$ cat src/rtl/wb_bus_decoder.sv
// Single-master Wishbone address decoder with unmapped/timeout error synthesis
// and a sticky error-status record for software and debug.
module wb_bus_decoder #(
    parameter int                  N_SLV       = 4,
    parameter logic [N_SLV*32-1:0] SLV_BASE    = {32'h2000_0200, 32'h2000_0100, 32'h2000_0000, 32'h0000_0000},
    parameter logic [N_SLV*32-1:0] SLV_MASK    = {32'hFFFF_FF00, 32'hFFFF_FF00, 32'hFFFF_FF00, 32'hF000_0000},
    parameter int                  TIMEOUT_CYC = 15
) (
    input  logic                clk,
    input  logic                rst,
    input  logic [31:0]         m_adr_i,
    input  logic [31:0]         m_dat_i,
    input  logic [3:0]          m_sel_i,
    input  logic                m_we_i,
    input  logic                m_cyc_i,
    input  logic                m_stb_i,
    output logic [31:0]         m_dat_o,
    output logic                m_ack_o,
    output logic                m_err_o,
    output logic [31:0]         s_adr_o,
    output logic [31:0]         s_dat_o,
    output logic [3:0]          s_sel_o,
    output logic                s_we_o,
    output logic [N_SLV-1:0]    s_cyc_o,
    output logic [N_SLV-1:0]    s_stb_o,
    input  logic [N_SLV*32-1:0] s_dat_i,
    input  logic [N_SLV-1:0]    s_ack_i,
    input  logic [N_SLV-1:0]    s_err_i,
    output logic                err_valid_o,
    output logic [1:0]          err_cause_o,
    output logic [31:0]         err_addr_o,
    input  logic                err_clr_i
);
    localparam int SEL_W = (N_SLV > 1) ? $clog2(N_SLV) : 1;

    typedef enum logic [1:0] {IDLE, BUSY, DERR} state_t;

    state_t           state;
    logic [SEL_W-1:0] sel_q;
    logic [7:0]       cnt;

    logic             hit;
    logic [SEL_W-1:0] hit_idx;
    logic [31:0]      sdat [N_SLV];
    logic [31:0]      sel_dat;
    logic             sel_ack, sel_err, rsp;
    logic             busy, live, tmo;
    logic [N_SLV-1:0] sel_oh;
    logic [1:0]       cause;

    for (genvar g = 0; g < N_SLV; g++) begin : g_unpack
        assign sdat[g] = s_dat_i[g*32 +: 32];
    end

    // Descending scan so the lowest matching index is the last one written.
    always_comb begin
        hit     = 1'b0;
        hit_idx = '0;
        for (int i = N_SLV - 1; i >= 0; i--) begin
            if ((m_adr_i & SLV_MASK[i*32 +: 32]) == SLV_BASE[i*32 +: 32]) begin
                hit     = 1'b1;
                hit_idx = SEL_W'(i);
            end
        end
    end

    assign sel_dat = sdat[sel_q];
    assign sel_ack = s_ack_i[sel_q];
    assign sel_err = s_err_i[sel_q];
    assign rsp     = sel_ack | sel_err;
    assign sel_oh  = N_SLV'(1) << sel_q;

    // Outputs are gated by rst so a reset mid-access never leaks a response.
    assign busy = rst && (state == BUSY);
    assign live = busy && m_cyc_i;
    assign tmo  = live && !rsp && (cnt == 8'(TIMEOUT_CYC));

    assign s_cyc_o = (live && !tmo) ? sel_oh : '0;
    assign s_stb_o = (live && !tmo && m_stb_i) ? sel_oh : '0;
    assign m_ack_o = live && sel_ack && !sel_err;
    assign m_err_o = (live && (sel_err || tmo)) || (rst && state == DERR);
    assign m_dat_o = busy ? sel_dat : 32'h0;

    assign s_adr_o = m_adr_i;
    assign s_dat_o = m_dat_i;
    assign s_sel_o = m_sel_i;
    assign s_we_o  = m_we_i;

    assign cause = (state == DERR) ? 2'b01 : (tmo ? 2'b10 : 2'b11);

    always_ff @(posedge clk) begin
        if (!rst) begin
            state       <= IDLE;
            sel_q       <= '0;
            cnt         <= '0;
            err_valid_o <= 1'b0;
            err_cause_o <= 2'b00;
            err_addr_o  <= 32'h0;
        end else begin
            case (state)
                IDLE: begin
                    if (m_cyc_i && m_stb_i) begin
                        if (hit) begin
                            sel_q <= hit_idx;
                            cnt   <= '0;
                            state <= BUSY;
                        end else begin
                            state <= DERR;
                        end
                    end
                end
                BUSY: begin
                    if (!m_cyc_i || rsp || tmo) state <= IDLE;
                    else                        cnt   <= cnt + 8'd1;
                end
                DERR:    state <= IDLE;
                default: state <= IDLE;
            endcase

            // A fresh error in the clearing cycle re-arms the record.
            if (m_err_o && (!err_valid_o || err_clr_i)) begin
                err_valid_o <= 1'b1;
                err_cause_o <= cause;
                err_addr_o  <= m_adr_i;
            end else if (err_clr_i) begin
                err_valid_o <= 1'b0;
            end
        end
    end
endmodule

$ cat config.mk
export PLATFORM = sky130hd
export DESIGN_NAME = wb_bus_decoder
export DESIGN_NICKNAME = d
export VERILOG_FILES = /design/src/rtl/wb_bus_decoder.sv
export SDC_FILE = /design/constraint.sdc
export NUM_CORES = 1
export LEC_CHECK = 0
export BUFFER_PORTS_ARGS = -buffer_cell sky130_fd_sc_hd__clkbuf_2
export CAP_MARGIN = 20
export CORE_AREA = 5 5 136 138
export CTS_BUF_LIST = sky130_fd_sc_hd__clkbuf_4 sky130_fd_sc_hd__clkbuf_8
export DETAILED_ROUTE_END_ITERATION = 16
export DIE_AREA = 0 0 141 143
export HOLD_SLACK_MARGIN = 0.1
export SYNTH_ARGS = -nofsm -noshare
export SYNTH_HDL_FRONTEND = slang
export SYNTH_SLANG_ARGS = --single-unit
$ cat constraint.sdc
create_clock -name clk -period 2 [get_ports clk]
set_input_delay 0.4 -clock clk [delete_from_list [all_inputs] [get_ports clk]]
set_output_delay 0.4 -clock clk [all_outputs]
set_load 0.01 [all_outputs]
* After elaboration in Yosys (flattened, before gate mapping)
Cells that the tools add are included.
** Cells by class
- Muxes and demuxes :: 30
- Reductions and logical operators :: 29
- Multipliers :: 0
- $lt $le $gt $ge :: 2
- Shift operators :: 1
- Bitwise logic cells :: 2
- Equal/unequal tests :: 10
- Divide/modulo/power cells :: 0
- $add $sub $neg :: 1
** Operator list (count)
- 32-bit two-way mux :: 3
- 24-bit by 22-bit equality test with 1-bit output, second input constant :: 3
- 32-bit binary-select mux with 2-bit select :: 1
- 32-bit zero test :: 1
- 8-bit two-way mux :: 3
- 2-bit two-way mux :: 8
- 8-bit one-hot mux with 2 select lines :: 1
- 1-bit logical AND :: 12
- 1-bit two-way mux :: 9
- 8-bit by 1-bit adder with 8-bit output, second input constant :: 1
- 8-bit by 4-bit equality test with 1-bit output, second input constant :: 1
- 4-bit two-way mux :: 2
- 2-bit inequality test, second input constant :: 3
- 1-bit zero test :: 5
- 1-bit logical OR :: 5
- 1-bit binary-select mux with 2-bit select :: 2
- 2-bit one-hot mux with 2 select lines :: 1
- 4-bit AND reduction :: 1
- 2-bit nonzero test :: 2
- 1-bit by 2-bit left shift with 4-bit output, first input constant :: 1
- 3-bit greater-or-equal comparator, second input constant :: 1
- 2-bit by 3-bit less-than comparator with 1-bit output, second input constant :: 1
- 2-bit inverter with 3-bit output :: 1
- 3-bit AND reduction :: 1
- other kinds (6) :: 6
** Word-level totals
- Memories kept :: 0
- RAM bits :: 0
- Bits of input ports :: 210
- Flip-flop bits (word level) :: 47
- Bits in read-only memories :: 0
- Bits in latches :: 0

* Logic depth before layout (Yosys ltp)
- Word-level depth :: 11
- Mapped depth :: 8

* Worst setup path after synthesis
No wires, ideal clock.
- Path type :: register to output
- Start :: register sel_q[1]
- End :: output port s_stb_o[0]
- Slack :: -0.163 ns
- Required time :: 1.600 ns
- Stages on the path, launching flop included :: 7
- Data arrival time :: 1.763 ns
- Buffers on the path :: 1
- Cell sequence :: dfxtp_1 clkbuf_1 mux4_2 or2_4 o311a_1 nand2b_1 nor2_1
** On the way
- Word-level cells in the longest chain between the ends :: 10
- Elaborated cells between the ends (all ways) :: 13
** RTL lines
- start: declaration :: RTL line 39 : logic [SEL_W-1:0] sel_q;
- start signal: assignment :: RTL line 104 : sel_q <= hit_idx;
- 1-bit binary-select mux with 2-bit select (on tied branches) :: RTL line 68, 69
- 1-bit two-way mux (on tied branches) :: RTL line 68, 69
- 1-bit bitwise OR :: RTL line 70 : assign rsp = sel_ack | sel_err;
- 1-bit zero test :: RTL line 76 : assign tmo = live && !rsp && (cnt == 8'(TIMEOUT_CYC));
- 1-bit logical AND (2 in a row) :: RTL line 76
- 1-bit zero test :: RTL line 79 : assign s_stb_o = (live && !tmo && m_stb_i) ? sel_oh : '0;
- 1-bit logical AND (2 in a row) :: RTL line 79
- 4-bit two-way mux * :: RTL line 79
- end: declaration :: RTL line 25 : output logic [N_SLV-1:0] s_stb_o,
Mark *: on every way between the ends. The rest lies on a longest branch, timed or not. The select of a mux whose other input is x is not followed.

* Worst setup path after layout
- Start :: register sel_q[0]
- End :: output port s_stb_o[2]
Same word-level chain as after synthesis.

==> run_results.csv <==
group,metric,value,unit
timing,slew_headroom,0.7175,
floorplan,io_pins,356,
yosys,syn-num-nets,576,
cts,cts_hold_buf,0,
critical_path,crit_path_max_incr_delay,560,ps
global_route,grt_pass1_vias,3909,
cts,root_buffer,"clkbuf_8",
floorplan,core,0.01706,mm²
detailed_routing,drt-initial-drc-count,77,
layout,area_growth,57.97,%
critical_path,end_kind,"output pin",
cts,clock_sinks,47,
timing,drv_slew,0,
yosys,ys_seq_area_frac,0.2636,
floorplan,die_area,0.02016,mm²
power_and_ir_drop,irDropWorstVdd,0.2694,mV
yosys,synthArstFlopShare,0,
cts,cts_tree,"yes",
global_route,grt_util_all_layers,0.1501,
yosys,netlist_top_cells_area,"dfxtp_1, mux4_2, buf_4",
detailed_routing,viasPerCell,4.452,
timing,grt_setup_unrepaired,"yes",
critical_path,start_kind,"flop",
power_and_ir_drop,p_per_area,378.4,mW/mm²
flow_run,maxCapViolations,0,
timing,tightestPinTransition,419.9,ps
detailed_routing,route.vias.total,3838,
outcome,status,"finished, violations left",
yosys,synth-seq-cells,47,
hold_path,hold_path_class,"primary input to flop",
yosys,synth_edf_count,0,
yosys,yosys_warnings,0,
critical_path,slowest_stage,"mux4_2",
timing,setup_viol_count_final,83,
placed_design,port_buffers,281,
detailed_routing,dr.pass1.iters,6,
critical_path,arrival,2180,ps
critical_path,cp_max_fo,4,
yosys,avgSynthCellArea,9.780,µm²
detailed_routing,drc,0,
yosys,synth_top_cell_by_area,"dfxtp_1",
placed_design,gp_congestion,0.8793,
global_route,grt_max_degree,38,
detailed_routing,wire_per_inst,19.01,µm
global_route,grt_remaining_overflow,0,
yosys,synthCells,365,
floorplan,rows,48,
critical_path,cp.required,1600,ps
critical_path,path_cells,"mux4_2 -> or2_4 -> o311a_4 -> nand2_4 -> nor2_1 -> buf_2",
cts,worstSkewPairLatency,310,ps
layout,post-route-util,0.3306,
yosys,netlist.area_leader.share,0.2636,
cts,clk_pin_slew,110,ps
placed_design,dp_hpwl,13550,µm
cts,clock_path_buffers,2,
timing,worst_clock_skew,11.59,ps
timing,period_share,1.290,
timing,setup_slack,-580.8,ps
timing,layout_min_cycle_time,2581,ps
cts,htreeDepth,2,
layout,instances_no_fill,862,
yosys,synthFlopType,"dfxtp_1",
outcome,failed_checks,"negative setup slack",
yosys,synth_cell_types,43,
placed_design,dpl.cell_count,834,
cts,numCtsBuffers,5,
timing,hold_violations,0,
detailed_routing,wirelength,16390,µm
critical_path,setup.worst_path.class,"flop to output pin",
floorplan,initial_utilization,0.2093,
power_and_ir_drop,p_leak,2.639,nW
layout,drive_gt1_frac,0.6535,
layout,nets,845,
detailed_routing,ant_nets,0,
yosys,syn-cell-area,0.003570,mm²
floorplan,die_x,141,µm
floorplan,die_h,143,µm
global_route,grt_pass1_wl,22990,µm
timing,timing.fmax,387.5,MHz
global_route,antenna_found_initial,5,
through the flow:
stage	hold slack, ps	worst slack [ps]	setup TNS [ps]	power, W	cell area [µm²]
2_1_floorplan	447.2	-61.80	-433.0	0.001279	3590
3_5_place_dp	476.9	-453.6	-22580	0.001485	5086
5_1_grt	325.0	-636.7	-34490	0.002269	5639
6_report	338.5	-580.8	-27700	0.002134	5639
4_1_cts	323.2	-595.5	-25220	0.002175	5460
3_3_place_gp	471.0	-445.6	-21430	0.001482	5086
metal layers:
metal / vias up / track usage / part of all wire
li1: 1784 / - / -
met1: 1777 / 0.1652 / 0.37
met2: 251 / 0.2734 / 0.51
met3: 20 / 0.05492 / 0.10
met4: 6 / 0.03978 / 0.015
met5: - / 0 / 0.0025
layout by cell type (no fill, tap or decap), types with 2 or more instances in the layout:
cell type,Yosys,final
mux4_2,34,34
and2_1,2,2
or2_2,2,2
clkbuf_8,0,5
nand3b_1,2,2
buf_6,0,8
nor3_1,6,5
buf_12,0,5
buf_2,8,3
mux2i_1,33,32
inv_1,5,5
dfxtp_1,47,45
a221o_1,5,5
clkbuf_2,0,278
a21oi_1,5,4
buf_16,0,5
nor2_2,0,2
nor2_1,49,47
nand2_1,10,9
nand4b_1,2,2
nor4_1,3,3
diode_2,0,2
nor2b_1,34,34
o221a_2,2,2
buf_4,69,48
nand3_1,5,5
clkbuf_16,0,4
and3_1,5,5
kinds of logic (layout without fill, tap and decap cells):
group           count (synthesis)  count (layout)  share of synthesized area
simple gates                  130             130                     0.1879
buf+inv                        94             364                     0.1742
mux                            68              68                     0.3102
flops                          47              47                     0.2636
compound gates                 25              25                    0.06064
fa+ha+maj                       1               1                   0.003505
other cells                     0               2                          0
power by group:
part           total (W)  switching (W)  internal, W
sequential      0.000965      0.0000122     0.000953
clock           0.000645       0.000385     0.000260
combinational   0.000523       0.000216     0.000307
sequential cells by signal (all words and copies together), names as in the netlist:
register     count
err_cause_o      2
sel_q            2
err_addr_o      32
cnt              8
err_valid_o      1
state            2
cells in the mapped netlist (3+ instances only):
| library cell | number |
|---|---|
| buf_4 | 69 |
| nor2_1 | 49 |
| dfxtp_1 | 47 |
| mux4_2 | 34 |
| nor2b_1 | 34 |
| mux2i_1 | 33 |
| clkbuf_1 | 10 |
| nand2_1 | 10 |
| buf_2 | 8 |
| nor3_1 | 6 |
| a21oi_1 | 5 |
| a221o_1 | 5 |
| and3_1 | 5 |
| inv_1 | 5 |
| nand3_1 | 5 |
| nor4_1 | 3 |
| o21ai_0 | 3 |
final cells by class:
type,instances,area (µm²)
antenna,2,5.005
timing repair buffer,351,2195
fill,1797,11420
clock buffer,5,68.82
multi-input combinational,224,2097
inverter,5,18.77
clock inverter,3,27.53
sequential,47,945.9
tap,225,281.5
what timing repair did:
item                                    in CTS  in global routing
setup buffers                                6                  5
cloned                                       4                  4
endpoints found under the setup margin      85                 83
resized for setup                           27                 14
pin swaps                                    8                  7
critical path: cells and delay by family (launching register included):
kind	cells	cell delay [ps]
flops	1	400
buf+inv	1	140
mux	1	560
compound gates	1	340
simple gates	3	450
worst paths after layout:
| kind | from | end | slack, ps | cells after the start |
|---|---|---|---|---|
| max | sel_q[0] | s_stb_o[2] | -580 | 6 |
| min reg2reg | err_cause_o[0] | err_cause_o[0] | 500 | 2 |
| min | m_adr_i[1] | err_addr_o[1] | 340 | 3 |
| max reg2reg | sel_q[0] | cnt[7] | -460 | 8 |
(Power assumes the default switching activity.)
